`src/rtl/product_accum.sv`:
```
// Partial-product accumulator: sums NUM_PARTIALS shifted partials per multiply.
// Optional sticky carry-out flag on ovf is built only when ACC_OVF_CHECK_EN is defined.
module product_accum #(
    parameter int NUM_PARTIALS = 4
) (
    input  logic        clk,
    input  logic        reset,
    input  logic        start,
    input  logic [15:0] acc_in,
    input  logic        acc_valid,
    output logic [15:0] product,
    output logic        busy,
    output logic        done,
    output logic [2:0]  count,
    output logic        ovf
);

    localparam logic [1:0] ST_IDLE  = 2'd0;
    localparam logic [1:0] ST_ACCUM = 2'd1;
    localparam logic [1:0] ST_DONE  = 2'd2;

    localparam logic [3:0] LAST_CNT = 4'(NUM_PARTIALS);

    logic [1:0]  state_q, state_d;
    logic [15:0] sum_q, sum_d;
    // One bit wider than the port so the terminal compare works for NUM_PARTIALS=8.
    logic [3:0]  cnt_q, cnt_d;
    logic [16:0] add_full;
    logic [3:0]  cnt_inc;
    logic        accept;

    assign add_full = {1'b0, sum_q} + {1'b0, acc_in};
    assign cnt_inc  = cnt_q + 4'd1;
    assign accept   = (state_q == ST_ACCUM) && acc_valid && !start;

    always_comb begin
        state_d = state_q;
        sum_d   = sum_q;
        cnt_d   = cnt_q;
        if (start) begin
            state_d = ST_ACCUM;
            sum_d   = 16'h0000;
            cnt_d   = 4'd0;
        end else begin
            case (state_q)
                ST_ACCUM: begin
                    if (acc_valid) begin
                        sum_d = add_full[15:0];
                        cnt_d = cnt_inc;
                        if (cnt_inc == LAST_CNT) begin
                            state_d = ST_DONE;
                        end
                    end
                end
                ST_DONE:  state_d = ST_IDLE;
                default:  state_d = ST_IDLE;
            endcase
        end
    end

    always_ff @(posedge clk) begin
        if (reset) begin
            state_q <= ST_IDLE;
            sum_q   <= 16'h0000;
            cnt_q   <= 4'd0;
        end else begin
            state_q <= state_d;
            sum_q   <= sum_d;
            cnt_q   <= cnt_d;
        end
    end

`ifdef ACC_OVF_CHECK_EN
    logic ovf_q, ovf_d;

    always_comb begin
        ovf_d = ovf_q;
        if (start) begin
            ovf_d = 1'b0;
        end else if (accept && add_full[16]) begin
            ovf_d = 1'b1;
        end
    end

    always_ff @(posedge clk) begin
        if (reset) begin
            ovf_q <= 1'b0;
        end else begin
            ovf_q <= ovf_d;
        end
    end

    assign ovf = ovf_q;
`else
    logic unused_accept;
    assign unused_accept = accept ^ add_full[16];
    assign ovf = 1'b0;
`endif

    assign product = sum_q;
    assign count   = cnt_q[2:0];
    assign busy    = (state_q == ST_ACCUM);
    assign done    = (state_q == ST_DONE);

endmodule

```
`config.mk`:
```
export PLATFORM = sky130hd
export DESIGN_NAME = product_accum
export DESIGN_NICKNAME = d
export VERILOG_FILES = /design/src/rtl/product_accum.sv
export SDC_FILE = /design/constraint.sdc
export NUM_CORES = 1
export LEC_CHECK = 0
export CAP_MARGIN = 20
export CORE_MARGIN = 2
export CORE_UTILIZATION = 45
export CTS_CLUSTER_DIAMETER = 60
export CTS_CLUSTER_SIZE = 10
export DETAILED_ROUTE_END_ITERATION = 8
export PLACE_DENSITY = 0.76
export SYNTH_ARGS = -nofsm -noshare
export SYNTH_HDL_FRONTEND = slang
export SYNTH_SLANG_ARGS = --single-unit
```
`constraint.sdc`:
```
create_clock -name clk -period 5.1 [get_ports clk]
set_input_delay 1.02 -clock clk [delete_from_list [all_inputs] [get_ports clk]]
set_output_delay 1.02 -clock clk [all_outputs]
set_load 0.005 [all_outputs]
```
=== Yosys cells after proc, flatten, opt, wreduce, memory -nomap -nowiden ===
Cells that the tools add are included.

* Bits of input ports: 20
* Logic and storage cells: 21
* Output and inout bits: 22
* Register bits: 22

* Equality and inequality tests: 5
* Add/subtract/negate cells: 2
* Multiplexer cells: 4
* Bitwise logic cells: 1
* Reductions and logical operators: 5

{| class="wikitable"
|+ Operator list
! kind !! number
|-
| 16-bit adder || 1
|-
| 2-bit AND reduction || 3
|-
| 4-bit by 1-bit adder with 4-bit output, second input constant || 1
|-
| 4-bit by 3-bit equality test with 1-bit output, second input constant || 1
|-
| 1-bit two-way mux || 4
|-
| 3-bit by 2-bit != test with 1-bit output, second input constant || 1
|-
| 3-bit != test, second input constant || 1
|-
| 3-bit OR reduction || 1
|-
| 2-bit by 1-bit equality test with 1-bit output, second input constant || 1
|-
| 2-bit equality test, second input constant || 1
|-
| 2-bit OR reduction || 1
|-
| 1-bit NOT || 1
|}

=== Depth between registers and ports, before layout ===
* Depth in word-level cells: 6
* Gate-level depth with buffers: 8
* Gate-level depth less buffers: 8

=== Worst setup path after synthesis ===
No wires, ideal clock.

* Path type: input to register
* Start point: in acc_in[0]
* End point: reg sum_q[12], in the netlist product[12]
* Stages on the path: 8
* Setup slack: 2,266 ps
* Data required time: 4,980 ps
* Setup time: 120 ps
* Buffers on the path: 0
* Arrival: 2,714 ps
* Cell sequence: ha_1 fa_1 a21o_1 a221oi_2 a21oi_2 a311oi_2 or4_1 nand3_1

* Cells in the longest elaborated chain, start to end: 1

{| class="wikitable"
|+ RTL lines
! item !! RTL line !! RTL
|-
| start: declaration || 9 || <nowiki>input logic [15:0] acc_in,</nowiki>
|-
| 16-bit adder || 32 || <nowiki>assign add_full = {1'b0, sum_q} + {1'b0, acc_in};</nowiki>
|-
| end signal: assignment || 68 || <nowiki>sum_q <= sum_d;</nowiki>
|-
| end: declaration || 25 || <nowiki>logic [15:0] sum_q, sum_d;</nowiki>
|}

Every way passes these cells.
A chain may end at the register's enable or synchronous reset.

=== Final worst setup path ===
Same ends and word-level chain as after synthesis.

==> flow_metrics.py <==
metrics = {
    "die": {
        "chipWidth_um": 62.2,
        "die_y_um": 62.2,
        "core_area_um2": 3280,
        "initial_utilization": 0.464,
        "dieArea_um2": 3870,
        "core.rowCount": 21,
        "top_level_ports": 42,
    },
    "routing": {
        "post_drt_wl_per_cell_um": 12.7,
        "antenna_left": 0,
        "dr.pass1.iters": 4,
        "via_per_inst": 5.33,
        "drcViolationCount": 0,
        "first_iter_violations": 60,
        "via_count": 1433,
        "routed_wl_um": 3430,
    },
    "clock_tree": {
        "path_clk_slew_ps": 140,
        "cts_sinks": 22,
        "insertion_delay_ps": 320,
        "root_buffer": "clkbuf_4",
        "cts_made_buffers": 3,
        "cts_max_level": 1,
        "post_cts_resize_count": 0,
        "cts_tree": "yes",
        "cts_hold_buf": 0,
        "post_cts_buffers": 0,
        "clk_path_buf_depth": 2,
    },
    "status": {
        "status": "completed",
    },
    "global_routing": {
        "grt_max_degree": 24,
        "grt_pass1_vias": 1265,
        "antenna_found_initial": 0,
        "grt-ovfl-total": 0,
        "grt_pass1_wl_um": 5600,
        "grt_use_total": 0.175,
    },
    "synthesis": {
        "synth_area_leaders": "dfxtp_1 29%, ha_1 13%, a21oi_1 5.9%, nand2_1 5.9%, nor2_1 4.2%",
        "yosysUniqueCellTypes": 41,
        "yosysWarningCount": 0,
        "ys_seq_area_frac": 0.289,
        "synth_flop_cell": "dfxtp_1",
        "syn_avg_cell_area_um2": 8.03,
        "synth_cells": 190,
        "synth_top_area_frac": 0.289,
        "async_reset_ff_frac": 0,
        "syn_nets": 227,
        "syn_area_um2": 1530,
        "synth_most_common_cell": "nand2_1",
        "yosys.area.top_type": "dfxtp_1",
        "synth_common_cells": "24 x nand2_1, 22 x dfxtp_1, 18 x a21oi_1",
        "synth_edf_count": 0,
        "ys_ff_latch": 22,
    },
    "sta": {
        "rsz0062_at_grt": "false",
        "maxSlewHeadroom": 0.451,
        "worst_pin_slew_ps": 824,
        "fin_crit_ps": 3070,
        "timing_hold_violations_final": 0,
        "period_share": 0.602,
        "skew_ps": 7.50,
        "slew_violations": 0,
        "setup_viol": 0,
        "setup-tns-final_ps": 0,
        "whs_ps": 478,
        "fmax_ghz": 0.326,
    },
    "final_layout": {
        "utilization": 0.602,
        "nets": 261,
        "drive_gt1_frac": 0.0359,
        "syn_to_final_growth_pct": 29.6,
        "diodes": 0,
        "finalInstanceArea_um2": 1980,
    },
    "worst_setup_path": {
        "crit_fanout": 3,
        "endpoint_kind": "register",
        "arrival_ps": 3300,
        "startpoint_type": "input pin",
        "critical_path_class": "input pin to register",
        "crit_required_ps": 5330,
    },
    "worst_hold_path": {
        "hp-class": "register to register",
    },
    "power": {
        "powerDensity_nw_per_um2": 200,
        "ir_worst_vdd_v": 0.0000882,
        "fin_total_pwr_w": 0.000396,
        "p_leak_nw": 0.764,
    },
    "job": {
        "maxCapViolCount": 0,
    },
    "placement": {
        "io_buffers": 40,
        "dpl.hpwl_um": 2540,
        "place_congestion": 0.848,
        "place_area_um2": 1920,
    },
}
==> cell usage in the layout (no fill, tap or decap), types with 4 or more instances in the layout <==
master	count
a211oi_1	4
a21o_1	5
a21oi_1	18
and3_1	4
clkdlybuf4s50_1	40
dfxtp_1	22
ha_1	16
nand2_1	24
nand3_1	8
nor2_1	17
o21ai_0	6
o21ai_1	6
xnor2_1	7
xor2_1	5
==> routing by layer <==
layer  track usage  vias up  routed length [um]
met5             0        -                   0
met4        0.0417        0                  25
met3        0.0308        4                 156
met2         0.289       37                1550
met1         0.238      639                1700
li1              -      753                   -
==> sequential cells by signal, summed over array words and instances (netlist names) <==
| name | flops |
|---|---|
| product | 16 |
| cnt_q | 4 |
| state_q | 2 |
==> worst max-delay path, stage by stage <==
cell	delay (ps)
clkdlybuf4s50_1	400
ha_1	220
fa_1	400
a21o_1	220
a221oi_2	360
a21oi_2	150
a311oi_2	300
or4_1	150
nand3_1	60
==> metrics by stage <==
step / cells / setup WS, ps
after floorplan: 190 / 2270
after global placement: 265 / 1730
after detailed placement: 265 / 1680
after CTS: 269 / 2040
after global routing: 269 / 1930
final: 269 / 2030
==> path summary, 6_finish.rpt <==
check	slack, ps	cells past startpoint	from	endpoint
max reg2reg	2810	8	product[0]	product[12]
max	2030	9	acc_in[0]	product[12]
min	480	2	product[13]	product[13]
min reg2reg	480	2	product[13]	product[13]
==> layout make-up <==
class | count | area [um^2]
clock buffers | 3 | 22.5
clock inverters | 1 | 30.0
fillers | 309 | 1310
multi-input cells | 157 | 1030
flip-flops and latches | 22 | 440
well taps | 46 | 57.6
repair buffers | 40 | 400
==> power breakdown <==
group          total [W]  internal, W  switching, W
Clock           0.000140    0.0000794     0.0000608
Combinational  0.0000771    0.0000397     0.0000374
Sequential      0.000178     0.000176    0.00000276
Total           0.000396     0.000295      0.000101
==> logic make-up (layout without fill, tap and decap cells) <==
group,Yosys count,count (layout),share of synthesized area
AO/OA/AOI/OAI,55,55,0.232
XOR/XNOR,12,12,0.0689
adder cells (fa/ha/maj),17,17,0.144
buffers and inverters,11,44,0.0386
flip-flops,22,22,0.289
other,1,1,0.00246
AND/OR/NAND/NOR,72,72,0.225
Note: power is estimated with default switching activity, not from simulation.
